--- config.mk ---
export PLATFORM = sky130hd
export DESIGN_NAME = uart_frame_assembler
export DESIGN_NICKNAME = d
export VERILOG_FILES = /design/src/rtl/uart_frame_assembler_pkg.sv /design/src/rtl/uart_frame_assembler_idle_timer.sv /design/src/rtl/uart_frame_assembler.sv
export SDC_FILE = /design/constraint.sdc
export NUM_CORES = 1
export LEC_CHECK = 0
export CELL_PAD_IN_SITES_DETAIL_PLACEMENT = 1
export CELL_PAD_IN_SITES_GLOBAL_PLACEMENT = 2
export CORE_ASPECT_RATIO = 1.25
export CORE_MARGIN = 1.5
export CORE_UTILIZATION = 32
export CTS_CLUSTER_DIAMETER = 40
export CTS_CLUSTER_SIZE = 30
export DETAILED_ROUTE_END_ITERATION = 7
export PLACE_DENSITY = 0.95
export SKIP_CTS_REPAIR_TIMING = 1
export SLEW_MARGIN = 25
export SYNTH_ARGS = -nofsm -noshare
export SYNTH_HDL_FRONTEND = slang
export SYNTH_SLANG_ARGS = --single-unit
--- constraint.sdc ---
create_clock -name clk -period 9.2 [get_ports clk]
set_input_delay 1.84 -clock clk [delete_from_list [all_inputs] [get_ports clk]]
set_output_delay 1.84 -clock clk [all_outputs]
set_load 0.03 [all_outputs]
--- src/rtl/uart_frame_assembler_pkg.sv ---
// Shared constants and state encoding for the UART frame assembler.
package uart_frame_assembler_pkg;

    localparam int unsigned CLK_HZ             = 100_000_000;
    localparam int unsigned BAUD_RATE          = 115_200;
    // 1 ms of inter-byte silence at the system clock
    localparam int unsigned TIMEOUT_CYCLES_DEF = CLK_HZ / 1000;

    // Input-vector length shared with the first FC layer
    localparam int unsigned N_BYTES_FC         = 64;
    localparam logic [7:0]  SYNC_BYTE_DEF      = 8'hA5;
    localparam int unsigned CNT_W_DEF          = 8;

    // One-hot state encoding
    localparam int unsigned ST_W       = 4;
    localparam logic [ST_W-1:0] ST_HUNT    = 4'b0001;
    localparam logic [ST_W-1:0] ST_PAYLOAD = 4'b0010;
    localparam logic [ST_W-1:0] ST_CHECK   = 4'b0100;
    localparam logic [ST_W-1:0] ST_HOLD    = 4'b1000;

    typedef enum logic [ST_W-1:0] {
        HUNT    = ST_HUNT,
        PAYLOAD = ST_PAYLOAD,
        CHECK   = ST_CHECK,
        HOLD    = ST_HOLD
    } state_t;

    // Frame is good when payload sum plus checksum byte wraps to zero
    function automatic logic chk_ok(input logic [7:0] sum, input logic [7:0] chk);
        return 8'(sum + chk) == 8'h00;
    endfunction

endpackage

--- src/rtl/uart_frame_assembler_idle_timer.sv ---
// Idle timer: counts enabled cycles since the last clear and flags the last allowed one.
module uart_frame_assembler_idle_timer
    import uart_frame_assembler_pkg::*;
#(
    parameter int unsigned TIMEOUT_CYCLES = TIMEOUT_CYCLES_DEF
) (
    input  logic clk,
    input  logic rst,
    input  logic clr,
    input  logic en,
    output logic expired
);

    localparam int unsigned TMR_W = (TIMEOUT_CYCLES > 1) ? $clog2(TIMEOUT_CYCLES) : 1;
    localparam logic [TMR_W-1:0] LAST = TMR_W'(TIMEOUT_CYCLES - 1);

    logic [TMR_W-1:0] count;

    // Count up to LAST and hold there; expired is registered alongside the count
    always_ff @(posedge clk) begin
        if (rst || clr) begin
            count   <= '0;
            expired <= (LAST == '0);
        end else if (en && !expired) begin
            count   <= count + TMR_W'(1);
            expired <= (count + TMR_W'(1)) == LAST;
        end
    end

endmodule

--- src/rtl/uart_frame_assembler.sv ---
// Assembles sync/payload/checksum UART frames into a validated input vector.
module uart_frame_assembler
    import uart_frame_assembler_pkg::*;
#(
    parameter int unsigned N_BYTES        = N_BYTES_FC,
    parameter logic [7:0]  SYNC_BYTE      = SYNC_BYTE_DEF,
    parameter int unsigned TIMEOUT_CYCLES = TIMEOUT_CYCLES_DEF,
    parameter int unsigned CNT_W          = CNT_W_DEF
) (
    input  logic                 clk,
    input  logic                 rst,
    input  logic                 byte_valid,
    input  logic [7:0]           byte_data,
    input  logic                 frame_ack,
    output logic [8*N_BYTES-1:0] frame_data,
    output logic                 frame_valid,
    output logic                 busy,
    output logic                 chk_err,
    output logic                 tmo_err,
    output logic [CNT_W-1:0]     chk_err_cnt,
    output logic [CNT_W-1:0]     tmo_err_cnt,
    output logic [CNT_W-1:0]     ovr_cnt
);

    localparam int unsigned IDX_W = (N_BYTES > 1) ? $clog2(N_BYTES) : 1;
    localparam logic [IDX_W-1:0] IDX_LAST = IDX_W'(N_BYTES - 1);
    localparam logic [CNT_W-1:0] CNT_MAX  = '1;

    state_t           state;
    logic [IDX_W-1:0] idx;
    logic [7:0]       sum;
    logic             in_frame;
    logic             tmr_clr;
    logic             tmr_en;
    logic             tmr_expired;

    // Timer runs only while a frame is open; any received byte restarts it
    assign in_frame = (state == PAYLOAD) || (state == CHECK);
    assign tmr_clr  = byte_valid || !in_frame;
    assign tmr_en   = !tmr_clr;

    uart_frame_assembler_idle_timer #(
        .TIMEOUT_CYCLES (TIMEOUT_CYCLES)
    ) u_idle_timer (
        .clk     (clk),
        .rst     (rst),
        .clr     (tmr_clr),
        .en      (tmr_en),
        .expired (tmr_expired)
    );

    // Frame FSM with registered outputs, checksum accumulator and saturating counters
    always_ff @(posedge clk) begin
        if (rst) begin
            state       <= HUNT;
            idx         <= '0;
            sum         <= '0;
            frame_data  <= '0;
            frame_valid <= 1'b0;
            busy        <= 1'b0;
            chk_err     <= 1'b0;
            tmo_err     <= 1'b0;
            chk_err_cnt <= '0;
            tmo_err_cnt <= '0;
            ovr_cnt     <= '0;
        end else begin
            chk_err <= 1'b0;
            tmo_err <= 1'b0;
            unique case (state)
                HUNT: begin
                    if (byte_valid && (byte_data == SYNC_BYTE)) begin
                        state <= PAYLOAD;
                        busy  <= 1'b1;
                        idx   <= '0;
                        sum   <= '0;
                    end
                end
                PAYLOAD: begin
                    // A sync value here is ordinary payload data
                    if (byte_valid) begin
                        frame_data[{idx, 3'b000} +: 8] <= byte_data;
                        sum <= sum + byte_data;
                        idx <= idx + IDX_W'(1);
                        if (idx == IDX_LAST) begin
                            state <= CHECK;
                        end
                    end else if (tmr_expired) begin
                        state   <= HUNT;
                        busy    <= 1'b0;
                        tmo_err <= 1'b1;
                        if (tmo_err_cnt != CNT_MAX) begin
                            tmo_err_cnt <= tmo_err_cnt + CNT_W'(1);
                        end
                    end
                end
                CHECK: begin
                    if (byte_valid) begin
                        busy <= 1'b0;
                        if (chk_ok(sum, byte_data)) begin
                            state       <= HOLD;
                            frame_valid <= 1'b1;
                        end else begin
                            state   <= HUNT;
                            chk_err <= 1'b1;
                            if (chk_err_cnt != CNT_MAX) begin
                                chk_err_cnt <= chk_err_cnt + CNT_W'(1);
                            end
                        end
                    end else if (tmr_expired) begin
                        state   <= HUNT;
                        busy    <= 1'b0;
                        tmo_err <= 1'b1;
                        if (tmo_err_cnt != CNT_MAX) begin
                            tmo_err_cnt <= tmo_err_cnt + CNT_W'(1);
                        end
                    end
                end
                HOLD: begin
                    // Bytes arriving while the buffer is owned by the consumer are lost
                    if (byte_valid && (ovr_cnt != CNT_MAX)) begin
                        ovr_cnt <= ovr_cnt + CNT_W'(1);
                    end
                    if (frame_ack) begin
                        state       <= HUNT;
                        frame_valid <= 1'b0;
                    end
                end
                default: begin
                    state       <= HUNT;
                    busy        <= 1'b0;
                    frame_valid <= 1'b0;
                end
            endcase
        end
    end

endmodule

## Yosys cells after proc, flatten, opt, wreduce, memory -nomap -nowiden

Index checks and enable logic that the tools add are counted.

| word-level totals | value |
|---|---|
| flip-flop bits (word level) | 576 |
| latch bits | 0 |
| RAM bits | 0 |
| memory bits (read-only) | 0 |
| input port bits | 12 |
| output and inout port bits | 540 |
| logic and storage cells | 94 |
| memories kept | 0 |

| operators by class | value |
|---|---|
| $add $sub $neg | 7 |
| $mul | 0 |
| div/mod/pow operators | 0 |
| magnitude comparators | 0 |
| equality and inequality tests | 17 |
| shifts and indexed selects | 2 |
| multiplexer cells | 26 |
| bitwise logic cells | 6 |
| reduce and logical (&&, ||, !) cells | 23 |

Operator list:

| cell | count |
|---|---|
| 512-bit bitwise mux | 1 |
| 8-bit by 11-bit variable shift with 512-bit output, first input constant | 1 |
| 8-bit by 11-bit indexed part select with 512-bit output | 1 |
| 4-bit 2-to-1 mux | 7 |
| 8-bit by 1-bit adder with 8-bit output, second input constant | 3 |
| 8-bit inequality test, second input constant | 3 |
| 17-bit by 1-bit adder with 17-bit output, second input constant | 1 |
| 17-bit equality test, second input constant | 1 |
| 8-bit 2-to-1 mux | 2 |
| 4-bit one-hot mux with 4 select lines | 1 |
| 8-bit one-hot mux with 2 select lines | 1 |
| 6-bit 2-to-1 mux | 2 |
| 6-bit one-hot mux with 2 select lines | 1 |
| 4-bit AND reduction | 3 |
| 9-bit negation with 11-bit output | 1 |
| 2-bit inequality test, second input constant | 5 |
| 1-bit 2-to-1 mux | 9 |
| 3-bit AND reduction | 3 |
| 8-bit adder | 1 |
| 8-bit equality test, second input constant | 1 |
| 8-bit logical NOT | 1 |
| 6-bit by 1-bit adder with 6-bit output, second input constant | 1 |
| 6-bit equality test, second input constant | 1 |
| 1-bit inverter | 6 |
| 15 further kinds | 24 |

## Depth between registers and ports, before layout

Gate-level depths: netlist of the first run.

| depth | value |
|---|---|
| word-level depth | 6 |
| depth in mapped cells | 15 |
| depth with buffers taken out | 9 |

## Modules after synthesis

A second synthesis of the first run with hierarchy kept.

| unflattened totals | value |
|---|---|
| cells, all modules | 2556 |
| area, all modules | 23033.3 µm² |

By module, submodules not included:

| module | instances | cells an instance | area an instance (µm²) | sequential area each (µm²) |
|---|---|---|---|---|
| uart_frame_assembler | 1 | 2422 | 21912.3 | 11170.7 |
| uart_frame_assembler_idle_timer | 1 | 134 | 1121.1 | 360.3 |

## Least setup slack after synthesis of the first run

Ideal clock, no wire load.

| timing | value |
|---|---|
| path type | input port to flip-flop |
| start point | input port byte_data[0] |
| end point | register chk_err_cnt[4] |
| setup time | 0.121 ns |
| data arrival time | 4.001 ns |
| data required time | 9.079 ns |
| path slack | 5.078 ns |
| stages on the path | 10 |
| path buffers | 1 |
| path through | ha_1 > fa_1 > and3_1 > o21a_1 > o211ai_1 > nor2_1 > and4_1 > clkbuf_1 > nor3_1 > mux2_2 |

| on the way | value |
|---|---|
| word-level cells in the longest chain between the ends | 4 |

RTL lines:

| item | line | source |
|---|---|---|
| start, declared | uart_frame_assembler.sv:13 | `input logic [7:0] byte_data,` |
| 8-bit adder | uart_frame_assembler_pkg.sv:30 | `return 8'(sum + chk) == 8'h00;` |
| 8-bit logical NOT | uart_frame_assembler_pkg.sv:30 |  |
| 1-bit inverter (no line) | -- |  |
| 4-bit AND reduction (no line) | -- |  |
| end signal, assigned | uart_frame_assembler.sv:106 | `chk_err_cnt <= chk_err_cnt + CNT_W'(1);` |
| end, declared | uart_frame_assembler.sv:20 | `output logic [CNT_W-1:0] chk_err_cnt,` |

No other way between the ends.
A chain may end at the register's enable or synchronous reset.

## Worst setup path in the final report of the first run

| timing | value |
|---|---|
| start point | input port byte_valid |
| end point | register frame_data[196] |

| on the way | value |
|---|---|
| word-level cells in the longest chain between the ends | 1 |

RTL lines:

| item | line | source |
|---|---|---|
| start, declared | uart_frame_assembler.sv:12 | `input logic byte_valid,` |
| 2-bit AND reduction (no line) | -- |  |
| end signal, assigned by index | uart_frame_assembler.sv:81 | `frame_data[{idx, 3'b000} +: 8] <= byte_data;` |
| end, declared | uart_frame_assembler.sv:15 | `output logic [8*N_BYTES-1:0] frame_data,` |

No other way between the ends.

==> results.ini, run 1 <==
[status]
status = complete, no violations

[power_and_ir_drop]
cell_internal_pwr_mw = 4.70
fin_total_pwr_mw = 6.32
power_switching_mw = 1.62
p_leak_nw = 11.0
sequentialPowerShare = 0.400
irDropWorstVdd_mv = 0.154
clkPwrFrac = 0.539
power_density_nw_per_um2 = 196
power_frac_comb = 0.061
p_sw_frac = 0.256

[routing]
drcViolationCount = 0
ant_nets = 0
dr.pass1.iters = 5
drt-initial-drc-count = 1111
routed_wl_um = 95200
wire_per_inst_um = 23.0
vias_per_cell = 5.14
via_count = 21300

[sta]
fmax_mhz = 185
fin_crit_sh = 0.586
relSlewSlack = 0.327
setup_viol = 0
drv_slew = 0
fin_crit_ns = 5.39
rsz0062_at_grt = false
final.setup.tns_ns = 0
finalHoldViolCount = 0
finClkSkew_ns = 0.0257
worst_pin_slew_ns = 1.01

[critical_path]
cp.required_ns = 9.65
cp-start-kind = input pin
crit_path_frequent_cell = nand2_1
cp.arrival_ns = 5.84
critPathTopFamily = simple AND/OR/NAND/NOR gates
cp_cell_sequence = clkdlybuf4s50_1, nand3b_1, a2111oi_4, nand4_1, nor2_2, buf_4, nand2_1, nand2_1, a21oi_1
cp-end-kind = flop
cp_slowest_cell = nor2_2
criticalPathCategory = in -> reg
max_stage_delay_ns = 0.82
path_max_fanout = 15
path_buf_inv = 2

[clocking]
cts_sinks = 576
clk_pin_slew_worst_paths_ns = 0.05
h-tree-depth = 3
cts-root-buf = clkbuf_16
clockBufferDepth = 3
insertion_delay_ns = 0.64
cts_tree = built
numCtsBuffers = 86

[floorplan]
io_pins = 552
initial_utilization = 0.325
die_area_um2 = 73800
die_height_um = 303
core_area_um2 = 71100
rows = 109
chipWidth_um = 243

[global_routing]
globalRouteOverflowTotal = 0
grt_pass1_vias = 21700
grt_use_total = 0.249
antenna_found_initial = 4
grt_pass1_wl_um = 139000
grt_max_degree = 207

[finish]
layout.nets = 3150
synthToLayoutAreaGrowth_pct = 40.0
layout-drive-gt1-share = 0.0814

[yosys]
synth_edf_count = 0
syn_avg_cell_area_um2 = 8.74
synth_area_um2 = 23100
ys_seq_area_frac = 0.499
yosys-top-cells-count = 576 x dfxtp_1, 480 x nor2_1, 282 x mux2i_1
syn_inst = 2644
ys_async_sr_fraction = 0
synthFlopType = dfxtp_1
synth.area.top_cells = dfxtp_1 50%, mux2i_1 12%, nor2_1 7.8%
synth_top_cell_by_area = dfxtp_1
syn-num-nets = 2673
yosysMostFrequentCell = dfxtp_1
synth.top_cell.area_share = 0.499
synth_seq_cells = 576
ys_warn_count = 0
synth.distinct_cells = 69

[placement]
io_buffers = 551
place.gp.congestion = 0.817
hpwl_um = 65600

[worst_hold_path]
min_path_type = reg -> reg

[flow_run]
cap_violations = 0

## cell type report
cell class / instances / area [um^2]
multi-input combinational: 1857 / 10800
sequential: 576 / 11500
clock inverter: 60 / 723
clock buffer: 102 / 2290
fill: 8039 / 38700
tap: 943 / 1180
timing repair buffer: 585 / 5750
antenna: 2 / 5.00
inverter: 15 / 56.3
## worst paths after layout
| path | endpoint | from | cells past startpoint | slack (ns) |
|---|---|---|---|---|
| max | frame_data[196]$_SDFFE_PP0P_ | byte_valid | 9 | 3.81 |
| min | frame_data[496]$_SDFFE_PP0P_ | frame_data[496]$_SDFFE_PP0P_ | 2 | 0.45 |
| max reg2reg | frame_data[196]$_SDFFE_PP0P_ | idx[1]$_SDFFE_PP0P_ | 10 | 4.85 |
| min reg2reg | frame_data[496]$_SDFFE_PP0P_ | frame_data[496]$_SDFFE_PP0P_ | 2 | 0.45 |
## metrics by stage
step           utilization  hold slack [ns]  instances  setup slack [ns]  instance area (um^2)
2_1_floorplan            -            0.465       2644              5.08                 23100
3_3_place_gp         0.412            0.440       3976              3.37                 29300
3_5_place_dp         0.413            0.446       3976              3.19                 29300
4_1_cts              0.455            0.455       4138              3.83                 32300
5_1_grt              0.455            0.471       4139              3.74                 32300
6_report             0.455            0.453       4140              3.81                 32300
## flip-flops by register name (all words and copies together), names as in the netlist
signal	cells
sum	8
idx	6
u_idle_timer.count	17
busy	1
ovr_cnt	8
u_idle_timer.expired	1
frame_valid	1
frame_data	512
tmo_err_cnt	8
chk_err	1
chk_err_cnt	8
tmo_err	1
state	4
## layout by cell type (no fill, tap or decap), types with 29 or more instances in the layout
cell,n
clkbuf_16,86
nor2_1,475
nor3_1,73
nand3_1,219
nand2_1,218
a21oi_1,262
clkdlybuf4s50_1,542
nor4_1,34
xor2_1,29
o21ai_0,34
mux2i_1,282
buf_4,33
dfxtp_1,576
## routing by layer
metal	global-route usage	wire [um]	vias up
li1	-	-	10000
met1	0.288	37900	10400
met2	0.433	46800	623
met3	0.0543	5700	195
met4	0.129	4770	4
met5	0	17	-
## worst register-to-register path, delay by kind of cell, from the launching register on
kind            cells  cell delay, ns
xor+xnor            1            0.51
buf+inv             2            0.48
compound gates      1            0.08
flops               1            0.58
fa+ha+maj           1            0.28
simple gates        5            2.26
## power by group through the flow
stage               sequential, mW  clock (mW)  combinational, mW
detailed placement            2.58           0              0.381
global route                  2.53        3.59              0.414
finish                        2.53        3.41              0.384
global placement              2.58           0              0.377
floorplan                     2.58           0              0.251
CTS                           2.53        3.48              0.384
## cell families (layout without fill, tap and decap cells)
group | after synthesis | after routing | share of synthesized area
xor+xnor | 47 | 47 | 0.0181
mux | 285 | 285 | 0.124
flops | 576 | 576 | 0.499
other cells | 0 | 2 | 0
buf+inv | 211 | 762 | 0.0365
compound gates | 343 | 343 | 0.0821
fa+ha+maj | 17 | 17 | 0.00953
simple gates | 1165 | 1165 | 0.231
No activity file was read; power rests on OpenSTA's default activity.
==> run 2, diff against run 1 <==
- CORE_UTILIZATION: 32 -> 29
- PLACE_DENSITY: 0.95 -> 0.9
- clock period: 9.2 -> 5.37 ns (I/O delays scaled with it)
==> run 2 against run 1 <==
Flip-flop and latch count unchanged. Hold slack about the same. Critical path depth stayed put. Wire length rose by 3.7%.
==> results.ini, run 2 (synthesis gave the netlist of run 1 again) <==
[global_routing]
grt_pass1_vias = 21900  ; +1.3%
globalRouteOverflowTotal = 0  ; unchanged
antenna_found_initial = 3  ; -1
grt_use_total = 0.236  ; -0.0128
grt_pass1_wl_um = 146000  ; +4.7%
grt_max_degree = 153  ; -26%

[routing]
dr.pass1.iters = 5  ; unchanged
ant_nets = 0  ; unchanged
drcViolationCount = 0  ; unchanged
via_count = 21400  ; +0.55%
vias_per_cell = 5.01  ; -2.5%
routed_wl_um = 98700  ; +3.7%
drt-initial-drc-count = 1128  ; +1.5%
wire_per_inst_um = 23.1  ; +0.55%

[finish]
fillerInstances = 9167  ; +14%
top_register = frame_data
largest_register_ffs = 512  ; unchanged
antenna_cells = 0  ; -2
final_cells = 4269  ; +3.1%
layout.nets = 3170  ; +0.63%
synthToLayoutAreaGrowth_pct = 42.3
final_cell_mix = 576 x dfxtp_1, 542 x clkdlybuf4s50_1, 475 x nor2_1
top_regs = frame_data x512, u_idle_timer.count x17
postLayoutCellArea_um2 = 32900  ; +1.7%
layout.cells.most_common = dfxtp_1
layout-drive-gt1-share = 0.0889  ; +0.00755

[floorplan]
die_area_um2 = 81400  ; +10%
initial_utilization = 0.293  ; -0.0321
die_height_um = 319  ; +5.0%
core_area_um2 = 78900  ; +11%
rows = 115  ; +5.5%
io_pins = 552  ; unchanged
chipWidth_um = 255  ; +5.0%

[power_and_ir_drop]
cell_internal_pwr_mw = 8.35  ; +78%
power_density_nw_per_um2 = 343  ; +76%
p_leak_nw = 11.2  ; +1.9%
clkPwrFrac = 0.557  ; +0.018
sequentialPowerShare = 0.384  ; -0.016
fin_total_pwr_mw = 11.3  ; +79%
irDropWorstVdd_mv = 0.255  ; +66%
p_sw_frac = 0.260  ; +0.00371
power_frac_comb = 0.059  ; -0.002
power_switching_mw = 2.93  ; +81%

[critical_path]
cp-end-kind = flop
criticalPathCategory = reg -> reg
cp-start-kind = flop
cp.arrival_ns = 4.71  ; -1.13 ns
cp.required_ns = 5.90  ; -3.75 ns
path_max_fanout = 18  ; +3
r2r_slack_ns = 1.19  ; -3.66 ns
r2r_cells = 9  ; -1

[status]
status = complete, no violations

[sta]
finClkSkew_ns = 0.0293  ; +0.00355 ns
fin_ws_ns = 1.19  ; -2.62 ns
relSlewSlack = 0.301  ; -0.0256
fin_crit_ns = 4.18
final.setup.tns_ns = 0  ; unchanged
finalHoldViolCount = 0  ; unchanged
rsz0062_at_grt = false
setup_viol = 0  ; unchanged
fmax_mhz = 239
fin_crit_sh = 0.779
worst_pin_slew_ns = 1.05  ; +0.0383 ns
drv_slew = 0  ; unchanged

[clocking]
cts_sinks = 576  ; unchanged
h-tree-depth = 3  ; unchanged
clockBufferDepth = 3  ; unchanged
cts_tree = built
clk_pin_slew_worst_paths_ns = 0.06  ; about the same
cts-root-buf = clkbuf_16
insertion_delay_ns = 0.67  ; +0.03 ns
numCtsBuffers = 93  ; +8.1%

[worst_hold_path]
min_path_cells = 2  ; unchanged
min_path_type = reg -> reg

[placement]
place_ws_ns = 0.932  ; -2.26 ns
post-place-cells = 4099  ; +3.1%
hpwl_um = 69700  ; +6.2%
place.gp.congestion = 0.810  ; -0.88%
place_area_um2 = 29600  ; +0.86%
io_buffers = 551  ; unchanged

[flow_run]
cap_violations = 0  ; unchanged

-- run 2: changes by cell type in the layout (fill, tap and decap cells not counted), sizes merged --
cell and delta:
buf +13, bufinv +1, clkinv +7, clkinvlp -1, diode -2, inv +1
-- run 2: critical path, stage by stage (launching register included) --
cell and delay, ns:
dfxtp_1 0.56, buf_4 0.29, inv_1 0.06, ha_1 0.27, xor2_1 0.66, nand2b_1 0.49, nor2_4 0.63, nand3_1 0.67
mux2i_1 0.34, nor2_1 0.07
-- run 2: path summary, 6_finish.rpt --
kind,endpoint,startpoint
max,frame_data[70]$_SDFFE_PP0P_,idx[0]$_SDFFE_PP0P_
min,frame_data[224]$_SDFFE_PP0P_,frame_data[224]$_SDFFE_PP0P_
max reg2reg,frame_data[70]$_SDFFE_PP0P_,idx[0]$_SDFFE_PP0P_
min reg2reg,frame_data[224]$_SDFFE_PP0P_,frame_data[224]$_SDFFE_PP0P_
-- run 2: final cells by class --
cell class	instances	area, um^2	area share
tap	1053	1320	0.0401
clock buffer	102	2430	0.0740
timing repair buffer	598	5870	0.179
sequential	576	11500	0.351
multi-input combinational	1857	10800	0.328
inverter	15	56.3	0.00171
clock inverter	68	875	0.0266
-- run 2: per-layer routing --
metal / wire length (um) / vias to the layer above / part of all wire / GRT usage
met4: 3900 / 4 / 0.040 / 0.103
li1: - / 10100 / - / -
met1: 39700 / 10500 / 0.40 / 0.270
met5: 25 / - / 0.00025 / 0
met3: 5460 / 171 / 0.055 / 0.0529
met2: 49600 / 620 / 0.50 / 0.420
-- run 2: through the flow --
stage                     hold slack [ns]  utilization
after floorplan                     0.465            -
after global placement              0.441        0.375
after detailed placement            0.446        0.375
after CTS                           0.453        0.417
after global routing                0.473        0.417
final                               0.453        0.417
-- run 2: power groups by stage --
stage | clock, mW | sequential (mW) | combinational (mW)
finish | 6.28 | 4.33 | 0.667
global route | 6.61 | 4.34 | 0.722
CTS | 6.42 | 4.33 | 0.673
detailed placement | 0 | 4.43 | 0.669
global placement | 0 | 4.42 | 0.660
floorplan | 0 | 4.42 | 0.430
